==> src/rtl/multicycle_control.sv <==
// Multicycle RV32 control FSM: sequences fetch/decode/execute/writeback
// over a shared memory and ALU, driving every datapath select and enable.
module multicycle_control #(
  parameter logic [3:0] RESET_STATE = 4'd0
) (
  input  logic       clk,
  input  logic       reset,
  input  logic [6:0] op,
  input  logic [2:0] funct3,
  input  logic       funct7b5,
  input  logic       zeroFlag,
  input  logic       signFlag,
  output logic       PCWrite,
  output logic       AdrSrc,
  output logic       MemWrite,
  output logic       IRWrite,
  output logic       RegWrite,
  output logic [1:0] ResultSrc,
  output logic [1:0] ALUSrcA,
  output logic [1:0] ALUSrcB,
  output logic [2:0] ImmSrc,
  output logic [2:0] ALUControl,
  output logic       illegal
);

  typedef enum logic [3:0] {
    FETCH    = 4'd0,
    DECODE   = 4'd1,
    MEMADR   = 4'd2,
    MEMREAD  = 4'd3,
    MEMWB    = 4'd4,
    MEMWRITE = 4'd5,
    EXECUTER = 4'd6,
    EXECUTEI = 4'd7,
    ALUWB    = 4'd8,
    BRANCH   = 4'd9,
    JAL      = 4'd10,
    LUI      = 4'd11,
    HALT     = 4'd12
  } state_t;

  localparam logic [6:0] OP_LW  = 7'b0000011;
  localparam logic [6:0] OP_SW  = 7'b0100011;
  localparam logic [6:0] OP_R   = 7'b0110011;
  localparam logic [6:0] OP_I   = 7'b0010011;
  localparam logic [6:0] OP_B   = 7'b1100011;
  localparam logic [6:0] OP_JAL = 7'b1101111;
  localparam logic [6:0] OP_LUI = 7'b0110111;

  localparam logic [2:0] A_ADD = 3'b000;
  localparam logic [2:0] A_SLL = 3'b001;
  localparam logic [2:0] A_SUB = 3'b010;
  localparam logic [2:0] A_XOR = 3'b100;
  localparam logic [2:0] A_SRL = 3'b101;
  localparam logic [2:0] A_OR  = 3'b110;
  localparam logic [2:0] A_AND = 3'b111;

  state_t state;
  state_t next;

  logic [2:0] alu_fn;
  logic       fn_ok;
  logic       taken;
  logic       is_r;

  assign is_r = (op == OP_R);

  always_ff @(posedge clk) begin
    if (reset)
      state <= state_t'(RESET_STATE);
    else
      state <= next;
  end

  always_comb begin
    ImmSrc = 3'b000;
    case (op)
      OP_SW:   ImmSrc = 3'b001;
      OP_B:    ImmSrc = 3'b010;
      OP_JAL:  ImmSrc = 3'b011;
      OP_LUI:  ImmSrc = 3'b100;
      default: ImmSrc = 3'b000;
    endcase
  end

  always_comb begin
    alu_fn = A_ADD;
    fn_ok  = 1'b1;
    case (funct3)
      3'b000:  alu_fn = (is_r && funct7b5) ? A_SUB : A_ADD;
      3'b001:  alu_fn = A_SLL;
      3'b100:  alu_fn = A_XOR;
      3'b101: begin
        alu_fn = A_SRL;
        fn_ok  = !funct7b5;
      end
      3'b110:  alu_fn = A_OR;
      3'b111:  alu_fn = A_AND;
      default: fn_ok = 1'b0;
    endcase
  end

  always_comb begin
    taken = 1'b0;
    case (funct3)
      3'b000:  taken = zeroFlag;
      3'b001:  taken = !zeroFlag;
      3'b100:  taken = signFlag;
      default: taken = 1'b0;
    endcase
  end

  always_comb begin
    next       = FETCH;
    PCWrite    = 1'b0;
    AdrSrc     = 1'b0;
    MemWrite   = 1'b0;
    IRWrite    = 1'b0;
    RegWrite   = 1'b0;
    ResultSrc  = 2'b00;
    ALUSrcA    = 2'b00;
    ALUSrcB    = 2'b00;
    ALUControl = A_ADD;
    illegal    = 1'b0;
    case (state)
      FETCH: begin
        IRWrite   = 1'b1;
        PCWrite   = 1'b1;
        ALUSrcB   = 2'b10;
        ResultSrc = 2'b10;
        next      = DECODE;
      end
      DECODE: begin
        ALUSrcA = 2'b01;
        ALUSrcB = 2'b01;
        unique case (1'b1)
          (op == OP_LW),
          (op == OP_SW):  next = MEMADR;
          (op == OP_R):   next = fn_ok ? EXECUTER : HALT;
          (op == OP_I):   next = fn_ok ? EXECUTEI : HALT;
          (op == OP_B):   next = BRANCH;
          (op == OP_JAL): next = JAL;
          (op == OP_LUI): next = LUI;
          default:        next = HALT;
        endcase
      end
      MEMADR: begin
        ALUSrcA = 2'b10;
        ALUSrcB = 2'b01;
        next    = (op == OP_SW) ? MEMWRITE : MEMREAD;
      end
      MEMREAD: begin
        AdrSrc = 1'b1;
        next   = MEMWB;
      end
      MEMWB: begin
        ResultSrc = 2'b01;
        RegWrite  = 1'b1;
        next      = FETCH;
      end
      MEMWRITE: begin
        AdrSrc   = 1'b1;
        MemWrite = 1'b1;
        next     = FETCH;
      end
      EXECUTER: begin
        ALUSrcA    = 2'b10;
        ALUSrcB    = 2'b00;
        ALUControl = alu_fn;
        next       = ALUWB;
      end
      EXECUTEI: begin
        ALUSrcA    = 2'b10;
        ALUSrcB    = 2'b01;
        ALUControl = alu_fn;
        next       = ALUWB;
      end
      ALUWB: begin
        RegWrite = 1'b1;
        next     = FETCH;
      end
      BRANCH: begin
        ALUSrcA    = 2'b10;
        ALUControl = A_SUB;
        PCWrite    = taken;
        next       = FETCH;
      end
      JAL: begin
        ALUSrcA = 2'b01;
        ALUSrcB = 2'b10;
        PCWrite = 1'b1;
        next    = ALUWB;
      end
      LUI: begin
        ALUSrcA = 2'b11;
        ALUSrcB = 2'b01;
        next    = ALUWB;
      end
      HALT: begin
        illegal = 1'b1;
        next    = HALT;
      end
      default: next = FETCH;
    endcase
    if (reset) begin
      PCWrite    = 1'b0;
      AdrSrc     = 1'b0;
      MemWrite   = 1'b0;
      IRWrite    = 1'b0;
      RegWrite   = 1'b0;
      ResultSrc  = 2'b10;
      ALUSrcA    = 2'b00;
      ALUSrcB    = 2'b10;
      ALUControl = A_ADD;
      illegal    = 1'b0;
    end
  end

endmodule

==> config.mk <==
export PLATFORM = sky130hd
export DESIGN_NAME = multicycle_control
export DESIGN_NICKNAME = d
export VERILOG_FILES = /design/src/rtl/multicycle_control.sv
export SDC_FILE = /design/constraint.sdc
export NUM_CORES = 1
export LEC_CHECK = 0
export BUFFER_PORTS_ARGS = -buffer_cell sky130_fd_sc_hd__buf_2
export CAP_MARGIN = 20
export CORE_UTILIZATION = 49
export CTS_BUF_LIST = sky130_fd_sc_hd__clkbuf_8
export DETAILED_ROUTE_END_ITERATION = 12
export PLACE_DENSITY_LB_ADDON = 0.15
export SETUP_SLACK_MARGIN = 0.5
export SLEW_MARGIN = 10
export SYNTH_ARGS = -nofsm -noshare
export SYNTH_HDL_FRONTEND = slang
export SYNTH_SLANG_ARGS = --single-unit
==> constraint.sdc <==
create_clock -name clk -period 1.9 [get_ports clk]
set_input_delay 0.38 -clock clk [delete_from_list [all_inputs] [get_ports clk]]
set_output_delay 0.38 -clock clk [all_outputs]
set_load 0.1 [all_outputs]
==> results.toml, run 1 <==
[logic_synthesis]
synth-main-ff-cell = "dfxtp_1"
synth_warnings = 0
synthesis.area_um2 = 765.7
yosys_register_bits = 4
yosysTopAreaCell = "dfxtp_1"
avgSynthCellArea_um2 = 6.961
synth_edf_count = 0
synth_top_area_share_pct = 10.46
synth_area_leaders = "dfxtp_1 (10%), nor3_1 (5.9%), a211oi_1 (3.9%)"
synth_fp_nets = 125
synth_cell_types = 48
synth_seq_area_share_pct = 10.46
syn_inst = 110
async_flop_share_pct = 0

[placement]
finalWeightedCongestion = 0.9617
io_buffer_count = 32

[die]
rows = 13
ios = 33
initial_utilization_pct = 55.38
die_x_um = 41.53
die_h_um = 41.53

[outcome]
haltStage = "detailed placement"
status = "aborted with a tool error"
error = "[ERROR DPL-0038] Utilization greater than 100%, impossible to legalize"
[cells by family after synthesis]
family / count (synthesis) / share of synthesized area, %
buffers and inverters: 12 / 8.661
XOR/XNOR: 3 / 3.432
AO/OA/AOI/OAI: 26 / 23.86
flip-flops: 4 / 10.46
AND/OR/NAND/NOR: 63 / 50.98
multiplexers: 2 / 2.614
[through the flow]
step,cell area (um^2),setup TNS [ns],hold slack (ns),std cells,setup slack [ns]
3_3_place_gp,1484,-0.2225,0.6858,162,-0.1688
2_1_floorplan,1022,-1.757,0.4952,110,-0.3505
[Yosys cell counts (3+ instances only)]
| master | n |
|---|---|
| nand3b_1 | 3 |
| nor2_1 | 8 |
| nand2b_1 | 4 |
| nand3_1 | 4 |
| nor3_1 | 9 |
| a21oi_1 | 4 |
| nand2_1 | 8 |
| a211oi_1 | 4 |
| clkbuf_1 | 5 |
| dfxtp_1 | 4 |
| o21ai_1 | 3 |
| or3_1 | 3 |
| nor2b_1 | 3 |
==> inputs of run 2 (changes only) <==
--- a/config.mk
+++ b/config.mk
@@ -7,11 +7,10 @@
 export LEC_CHECK = 0
 export BUFFER_PORTS_ARGS = -buffer_cell sky130_fd_sc_hd__buf_2
 export CAP_MARGIN = 20
-export CORE_UTILIZATION = 49
-export CTS_BUF_LIST = sky130_fd_sc_hd__clkbuf_8
+export CORE_AREA = 2 2 63 65
 export DETAILED_ROUTE_END_ITERATION = 12
+export DIE_AREA = 0 0 65 67
 export PLACE_DENSITY_LB_ADDON = 0.15
-export SETUP_SLACK_MARGIN = 0.5
 export SLEW_MARGIN = 10
 export SYNTH_ARGS = -nofsm -noshare
 export SYNTH_HDL_FRONTEND = slang
==> run 2 against run 1 <==
The flow now finishes, with violations (setup timing). Synthesized cell count unchanged. Area after synthesis unchanged.
==> results.toml, run 2 <==
[outcome]
status = "finished with violations"
violations = "setup timing"

[die]
fp.coreArea_um2 = 3606
initial_utilization_pct = 21.24
die_area_um2 = 4355
ios = 33
die_h_um = 67
rows = 22
die_x_um = 65

[pwr]
p_comb_share_pct = 68.9
clockPowerShare_pct = 19.0
p_int_uw = 485.0
power.density_nw_per_um2 = 552.2
power.leakage_nw = 0.6440
switching_share_pct = 48.01
p_seq_share_pct = 12.2
vdd.ir_drop.worst_mv = 0.1693
switching_power_uw = 447.8
power.total_uw = 932.8

[clock_network]
cts.root.buffer_cell = "clkbuf_8"
clock_latency_ns = 0.22
clk_pin_slew_ns = 0.03
cts_tree = "built"
cts_buffers = 3
htree_levels = 1
clk_path_buf_depth = 2
cts_sinks = 4

[logic_synthesis]
async_flop_share_pct = 0
synth.most_common_cell = "nor3_1"
avgSynthCellArea_um2 = 6.961
synthesis.area_um2 = 765.7
synth-main-ff-cell = "dfxtp_1"
yosys_register_bits = 4
synth_fp_nets = 125
synth_cell_types = 48
synth_common_cells = "nor3_1 (9), nand2_1 (8), nor2_1 (8)"
synth_edf_count = 0
synth_area_leaders = "dfxtp_1 (10%), nor3_1 (5.9%), a211oi_1 (3.9%)"
synth_top_area_share_pct = 10.46
yosysTopAreaCell = "dfxtp_1"
synth_seq_area_share_pct = 10.46
syn_inst = 110
synth_warnings = 0

[critical_path]
cp_max_fo = 2
arrival_ns = 1.67
worstPathCellList = "buf_6, or4b_4, nor4_4, o211ai_1, a21oi_4, buf_12"
critPathBufInv = 2
timing_worst_setup_path_type = "input pin to primary output"
critical-path-slowest-cell = "or4b_4"
cp.required_ns = 1.52
max_stage_delay_ns = 0.53
cp_top_family = "simple AND/OR/NAND/NOR gates"
end_kind = "primary output"
startpoint_type = "input pin"

[sta]
fin_crit_sh_pct = 108.0
skew_ns = 0.001424
slew_violations = 0
setup_slack_ns = -0.1513
setup_viol = 4
max_freq_mhz = 487.5
period_minus_slack_ns = 2.051
relSlewSlack_pct = 76.31
rsz0062_at_grt = "true"
hold-worst-slack_ns = 0.6043
worst_slew_pin_slew_ns = 0.3524
hold_viol = 0

[finish]
regMostFlops = "state"
nFillCells = 356
diodes = 0
nets = 176
largest_reg_flops = 4
final_cells = 207
final_common_cell = "buf_4"
layout_common_cells = "buf_4 (21), buf_12 (18), buf_2 (11)"
drive_above_1_share_pct = 56.60
top_regs = "state: 4 flops"
area_delta_synth_final_pct = 120.6

[routing]
drc = 0
routed_via_density = 5.053
antenna_left = 0
wl_per_cell_um = 13.42
vias = 1046
dr.pass1.iters = 4
drtIter0Drc = 40
routed_wl_mm = 2.777

[placement]
io_buffer_count = 32
place_inst = 200
finalWeightedCongestion = 0.7902
hpwlAfterDp_mm = 2.245

[global_routing]
grt_max_degree = 13
grtUsageTotal_pct = 13.33
first_global_vias = 996
grt_overflow_total = 0
grt_pass1_wl_mm = 4.533
antenna_found_initial = 0

[worst_hold_path]
min_path_type = "input pin to flip-flop"

[run]
maxCapViolCount = 0
[run 2: metrics by stage]
stage	cell area (um^2)	TNS, ns	setup slack, ns	utilization, %
6_report	1689	-0.3302	-0.1513	46.84
5_1_grt	1689	-0.6790	-0.2133	46.84
4_1_cts	1647	-0.3175	-0.1341	45.66
3_5_place_dp	1543	-0.2678	-0.1920	42.78
3_3_place_gp	1543	-0.2151	-0.1665	42.78
2_1_floorplan	997.2	-1.726	-0.3505	-
[run 2: logic make-up after synthesis]
kind of cell / after synthesis / synth area share (%)
flip-flops: 4 / 10.46
AND/OR/NAND/NOR: 63 / 50.98
AO/OA/AOI/OAI: 26 / 23.86
buffers and inverters: 12 / 8.661
XOR/XNOR: 3 / 3.432
multiplexers: 2 / 2.614
[run 2: what timing repair did]
| item | in CTS | in global routing |
|---|---|---|
| hold buffers | 0 | 0 |
| buffers inserted | 2 | 2 |
| endpoints found under the setup margin | 5 | 7 |
| pin swaps | 6 | 6 |
| resized for setup | 11 | 5 |
[run 2: power by group through the flow]
| stage | clock [mW] | sequential [mW] | combinational, mW |
|---|---|---|---|
| after floorplan | 0 | 0.105 | 0.429 |
| after global placement | 0 | 0.115 | 0.603 |
| after detailed placement | 0 | 0.115 | 0.606 |
| after CTS | 0.180 | 0.113 | 0.629 |
| after global routing | 0.184 | 0.117 | 0.675 |
| final | 0.177 | 0.113 | 0.643 |
[run 2: final timing paths]
kind              from  cells after the start  slack [ns]            end
max          funct3[0]                      6       -0.15  ALUControl[1]
max reg2reg   state[3]                      5        0.19       state[2]
min reg2reg   state[0]                      2        0.73       state[0]
min              op[0]                      5        0.60       state[1]
[run 2: final cells by class]
type | instances | area (um^2) | area share (%)
clock buffers | 3 | 41.29 | 2.444
inverters | 2 | 7.507 | 0.4444
multi-input cells | 94 | 854.6 | 50.59
flip-flops and latches | 4 | 85.08 | 5.037
well taps | 48 | 60.06 | 3.556
repair buffers | 56 | 640.6 | 37.93
[run 2: worst min-delay path, cell delays in order]
cell	delay, ns
buf_2	0.12
nand2_1	0.06
nor3_1	0.04
o31ai_1	0.09
a211oi_1	0.08
[run 2: layer usage]
metal | GRT usage [%] | wire (um) | vias up
met3 | 1.351 | 106 | 4
met5 | 0 | 0 | -
met2 | 22.68 | 1461 | 28
met4 | 6.383 | 44 | 0
met1 | 16.77 | 1164 | 492
li1 | - | - | 522
(Power assumes the default switching activity.)
==> inputs of run 3 (changes only) <==
--- a/config.mk
+++ b/config.mk
@@ -10,7 +10,6 @@
 export CORE_AREA = 2 2 63 65
 export DETAILED_ROUTE_END_ITERATION = 12
 export DIE_AREA = 0 0 65 67
-export PLACE_DENSITY_LB_ADDON = 0.15
 export SLEW_MARGIN = 10
 export SYNTH_ARGS = -nofsm -noshare
 export SYNTH_HDL_FRONTEND = slang
==> run 3 against run 2 <==
The flow still finishes with violations (setup timing). Register-to-register slack better by 0.09 ns. Sequential share of layout area is 0.23 points higher. Largest power group unchanged. Non-clock buffer count is 4 lower. Wire length is 1.2% lower. Cell count is 1.9% lower. Fmax hardly changed. First-iteration DRC count is 15% higher. Die area stayed put. Cell area is 2.9% lower. Clock skew hardly changed. Critical path depth is 2 lower.
==> results.toml, run 3 (synthesis gave the netlist of run 2 again) <==
[sta]
worst_slew_pin_slew_ns = 0.3250
setup_slack_ns = -0.1533
rsz0062_at_grt = "true"
period_minus_slack_ns = 2.053
fin_crit_sh_pct = 108.1
hold_viol = 0
slew_violations = 0
max_freq_mhz = 487.0
tns_ns = -0.3179
skew_ns = 0.001867
setup_viol = 4
relSlewSlack_pct = 78.15

[finish]
seq_area_um2 = 86.33
area_delta_synth_final_pct = 114.2
nets = 172
drive_above_1_share_pct = 56.13
multi_input_area_um2 = 852.1
top_regs = "state: 4 flops"
nFillCells = 358
final_util_pct = 45.49
regMostFlops = "state"
diodes = 0
layout_common_cells = "buf_4 (20), buf_12 (18), buf_2 (12)"
final_common_cell = "buf_4"
final_cells = 203
largest_reg_flops = 4
fin_area_um2 = 1640

[routing]
dr.pass1.iters = 4
routed_wl_mm = 2.745
vias = 1008
drtIter0Drc = 46
routed_via_density = 4.966
drc = 0
wl_per_cell_um = 13.52
antenna_left = 0

[die]
fp.coreArea_um2 = 3606
die_h_um = 67
initial_utilization_pct = 21.24
die_x_um = 65
die_area_um2 = 4355
ios = 33
rows = 22

[critical_path]
max_stage_delay_ns = 0.36
cp.required_ns = 1.52
r2r-end = "state[2]"
timing_worst_setup_path_type = "flip-flop to primary output"
critical-path-slowest-cell = "dfxtp_4"
r2r-start = "state[2]"
arrival_ns = 1.67
startpoint_type = "flip-flop"
r2r_slack_ns = 0.28
ff2ff_path_depth = 4
end_kind = "primary output"
cp_max_fo = 5
worstPathCellList = "and2b_2, or3_4, a211oi_4, buf_12"

[placement]
hpwlAfterDp_mm = 2.268
placed_area_um2 = 1543
finalWeightedCongestion = 0.8772
place_ws_ns = -0.2176
io_buffer_count = 32
place_inst = 200

[clock_network]
cts_setup_buffers = 0
cts_sinks = 4
cts.root.buffer_cell = "clkbuf_8"
cts_hold_buf = 0
cts_tree = "built"
clk_path_buf_depth = 2
htree_levels = 1
cts_buffers = 3
clock_latency_ns = 0.21
clk_pin_slew_ns = 0.03

[pwr]
vdd.ir_drop.worst_mv = 0.1969
power.leakage_nw = 0.6204
power.density_nw_per_um2 = 557.6

[global_routing]
grt_max_degree = 14
grtUsageTotal_pct = 13.43
antenna_found_initial = 0
grt_overflow_total = 0
first_global_vias = 979
grt_pass1_wl_mm = 4.692

[worst_hold_path]
min_path_type = "input pin to flip-flop"
min_from = "op[0]"
hold_end = "state[1]"
whs_path_depth = 5

[run]
maxCapViolCount = 0

[outcome]
status = "finished with violations"
violations = "setup timing"
==> run 3: layer usage <==
layer / global-route usage, % / vias to the layer above / part of all wire [%] / wire [um]
met2: 24.48 / 24 / 53 / 1463
li1: - / 510 / - / -
met1: 16.85 / 474 / 43 / 1172
met3: 1.858 / 0 / 3.9 / 108
met5: 0 / - / 0 / 0
met4: 2.394 / 0 / 0 / 0
==> run 3: power by group <==
group	internal [mW]	total [mW]	leakage, nW	switching [mW]
Sequential	0.0957	0.120	0.0341	0.0241
Clock	0.135	0.173	0.0216	0.0381
Combinational	0.244	0.622	0.565	0.378
==> run 3: worst max-delay path by stage <==
stage,startpoint,end,slack [ns],cells past startpoint
CTS,state[3],PCWrite,-0.17,4
detailed placement,funct3[0],ALUControl[1],-0.22,6
global route,funct3[0],ALUControl[1],-0.23,6
floorplan,state[1],PCWrite,-0.35,4
global placement,funct3[0],ALUControl[1],-0.18,6
finish,state[3],PCWrite,-0.15,4
==> run 3: area by class of cell <==
cell class / count / area share, %
clock buffers: 3 / 2.517
inverters: 2 / 0.4577
multi-input cells: 94 / 51.95
flip-flops and latches: 4 / 5.263
well taps: 48 / 3.661
repair buffers: 52 / 36.16
==> run 3: through the flow <==
step                total power [mW]  hold slack (ns)
floorplan                     0.5337           0.4952
CTS                           0.9103           0.6147
detailed placement            0.7225           0.7265
global route                  0.9584           0.6573
global placement              0.7114           0.6923
finish                        0.9147           0.6187
==> run 3: what timing repair did <==
item,4_1_cts,5_1_grt
pin swaps,1,2
hold endpoints to repair,0,0
setup endpoints to repair,5,7
gates resized for setup,4,8
==> run 3: critical path: cells and delay by family, from the launching register on <==
kind	cells	cell delay (ns)
AO/OA/AOI/OAI	1	0.30
buffers and inverters	1	0.21
flip-flops	1	0.36
AND/OR/NAND/NOR	2	0.58
==> inputs of run 4 (changes only) <==
--- a/config.mk
+++ b/config.mk
@@ -7,9 +7,10 @@
 export LEC_CHECK = 0
 export BUFFER_PORTS_ARGS = -buffer_cell sky130_fd_sc_hd__buf_2
 export CAP_MARGIN = 20
-export CORE_AREA = 2 2 63 65
+export CORE_AREA = 10 10 71 73
 export DETAILED_ROUTE_END_ITERATION = 12
-export DIE_AREA = 0 0 65 67
+export DIE_AREA = 0 0 81 83
+export PLACE_DENSITY_LB_ADDON = 0.05
 export SLEW_MARGIN = 10
 export SYNTH_ARGS = -nofsm -noshare
 export SYNTH_HDL_FRONTEND = slang
==> run 4 against run 3 <==
The flow still finishes with violations (setup timing). Clock power barely moved. Clock skew fell by 0.0014 ns. Total power rose by 1.2%. Sequential share of layout area fell by 0.066 points. Worst hold slack got worse by 0.0070 ns. Cell area rose by 2.7%. Via count rose by 1.6%. Combinational power rose by 3%. Critical path type is now input pin to primary output. Critical endpoint is now ALUControl[1].
==> results.toml, run 4 (synthesis gave the netlist of run 2 again) <==
[sta]
period_minus_slack_ns = 2.044
slew_violations = 0
max_freq_mhz = 489.1
setup_viol = 4
relSlewSlack_pct = 79.44
rsz0062_at_grt = "true"
hold_viol = 0
setup_slack_ns = -0.1445
hold-worst-slack_ns = 0.6117
skew_ns = 0.0004485
fin_crit_sh_pct = 107.6
worst_slew_pin_slew_ns = 0.3078

[routing]
drc = 0
vias = 1024
routed_via_density = 4.995
dr.pass1.iters = 4
antenna_left = 0
drtIter0Drc = 40
routed_wl_mm = 3.005
wl_per_cell_um = 14.66

[global_routing]
antenna_found_initial = 0
first_global_vias = 1042
grt_pass1_wl_mm = 5.161
grtUsageTotal_pct = 9.135
grt_max_degree = 13
grt_overflow_total = 0

[critical_path]
r2r-start = "state[2]"
startpoint = "funct3[0]"
cp.required_ns = 1.52
max_stage_delay_ns = 0.52
r2r-end = "state[2]"
timing_worst_setup_path_type = "input pin to primary output"
critPathBufInv = 2
path_depth = 6
ff2ff_path_depth = 4
cp_max_fo = 2
end_kind = "primary output"
startpoint_type = "input pin"
worstPathCellList = "buf_6, or4b_4, nor4_2, o211ai_1, a21oi_4, buf_12"
r2r_slack_ns = 0.21
critical-path-slowest-cell = "or4b_4"
cp_top_family = "simple AND/OR/NAND/NOR gates"
critPathCapture = "ALUControl[1]"
arrival_ns = 1.66

[outcome]
status = "finished with violations"
violations = "setup timing"

[pwr]
power.density_nw_per_um2 = 549.3
p_int_uw = 480.9
clockPowerShare_pct = 18.6
switching_power_uw = 444.8
power.leakage_nw = 0.6226
p_seq_share_pct = 12.4
switching_share_pct = 48.05
p_comb_share_pct = 69.0
vdd.ir_drop.worst_mv = 0.1279

[finish]
area_delta_synth_final_pct = 120.1
multi_input_area_um2 = 867.1
nets = 174
regMostFlops = "state"
layout_common_cells = "buf_12 (19), buf_4 (19), buf_2 (13)"
nFillCells = 377
fin_area_um2 = 1685
diodes = 0
top_regs = "state: 4 flops"
largest_reg_flops = 4
seq_area_um2 = 87.58
drive_above_1_share_pct = 57.96

[clock_network]
cts_sinks = 4
cts_tree = "built"
htree_levels = 1
cts_buffers = 3
clk_pin_slew_ns = 0.03
cts.root.buffer_cell = "clkbuf_8"
clk_path_buf_depth = 2
clock_latency_ns = 0.21
cts_hold_buf = 0

[placement]
io_buffer_count = 32
hpwlAfterDp_mm = 2.543
placed_area_um2 = 1563
finalWeightedCongestion = 0.8640

[run]
maxCapViolCount = 0

[die]
die_area_um2 = 6723
initial_utilization_pct = 21.07
die_h_um = 83
ios = 33
fp.coreArea_um2 = 3633
rows = 22
die_x_um = 81

[worst_hold_path]
min_from = "op[0]"
min_path_type = "input pin to flip-flop"
run 4: power by group through the flow:
stage	clock network (mW)	logic (mW)	registers, mW
final	0.172	0.639	0.115
after global routing	0.186	0.675	0.118
after CTS	0.176	0.629	0.114
after detailed placement	0	0.617	0.114
after global placement	0	0.614	0.114
after floorplan	0	0.429	0.105
run 4: worst min-delay path by stage:
stage / end / slack (ns) / cells past startpoint
after global routing: state[3] / 0.66 / 3
after detailed placement: state[3] / 0.71 / 3
after CTS: state[1] / 0.61 / 5
after global placement: state[3] / 0.71 / 3
final: state[1] / 0.61 / 5
after floorplan: state[0] / 0.50 / 1
run 4: through the flow:
| step | setup TNS [ns] | util (%) | instances | setup WS (ns) | power, mW |
|---|---|---|---|---|---|
| 2_1_floorplan | -1.726 | - | 110 | -0.3505 | 0.5337 |
| 3_3_place_gp | -0.2787 | 43.01 | 201 | -0.1782 | 0.7276 |
| 3_5_place_dp | -0.3106 | 43.01 | 201 | -0.2142 | 0.7319 |
| 4_1_cts | -0.3490 | 45.14 | 204 | -0.1523 | 0.9194 |
| 5_1_grt | -0.5961 | 46.38 | 205 | -0.1942 | 0.9792 |
| 6_report | -0.3277 | 46.38 | 205 | -0.1445 | 0.9257 |
run 4: timing repair:
action                                  CTS  global route
gates resized for setup                   7             8
endpoints found under the hold margin     0             0
pin swaps                                 2             3
setup buffers                             0             1
endpoints found under the setup margin    5             8
run 4: layout make-up:
class	instances	area share, %
Clock buffer	3	2.450
Sequential cell	4	5.197
Multi-Input combinational cell	94	51.45
Timing Repair Buffer	54	36.90
Tap cell	48	3.563
Inverter	2	0.4454
run 4: metal layers:
| metal | GRT usage [%] | part of all wire, % | up-vias | wire, um |
|---|---|---|---|---|
| met5 | 0 | 0 | - | 0 |
| met1 | 10.66 | 43 | 471 | 1281 |
| met4 | 3.756 | 1.3 | 0 | 38 |
| li1 | - | - | 516 | - |
| met3 | 1.832 | 4.6 | 4 | 139 |
| met2 | 15.49 | 51 | 33 | 1545 |
run 4: worst min-delay path, cell delays in order:
cell and delay, ns:
buf_2 0.12, nand2_1 0.05, nor3_1 0.04, o31ai_1 0.08
a211oi_1 0.09
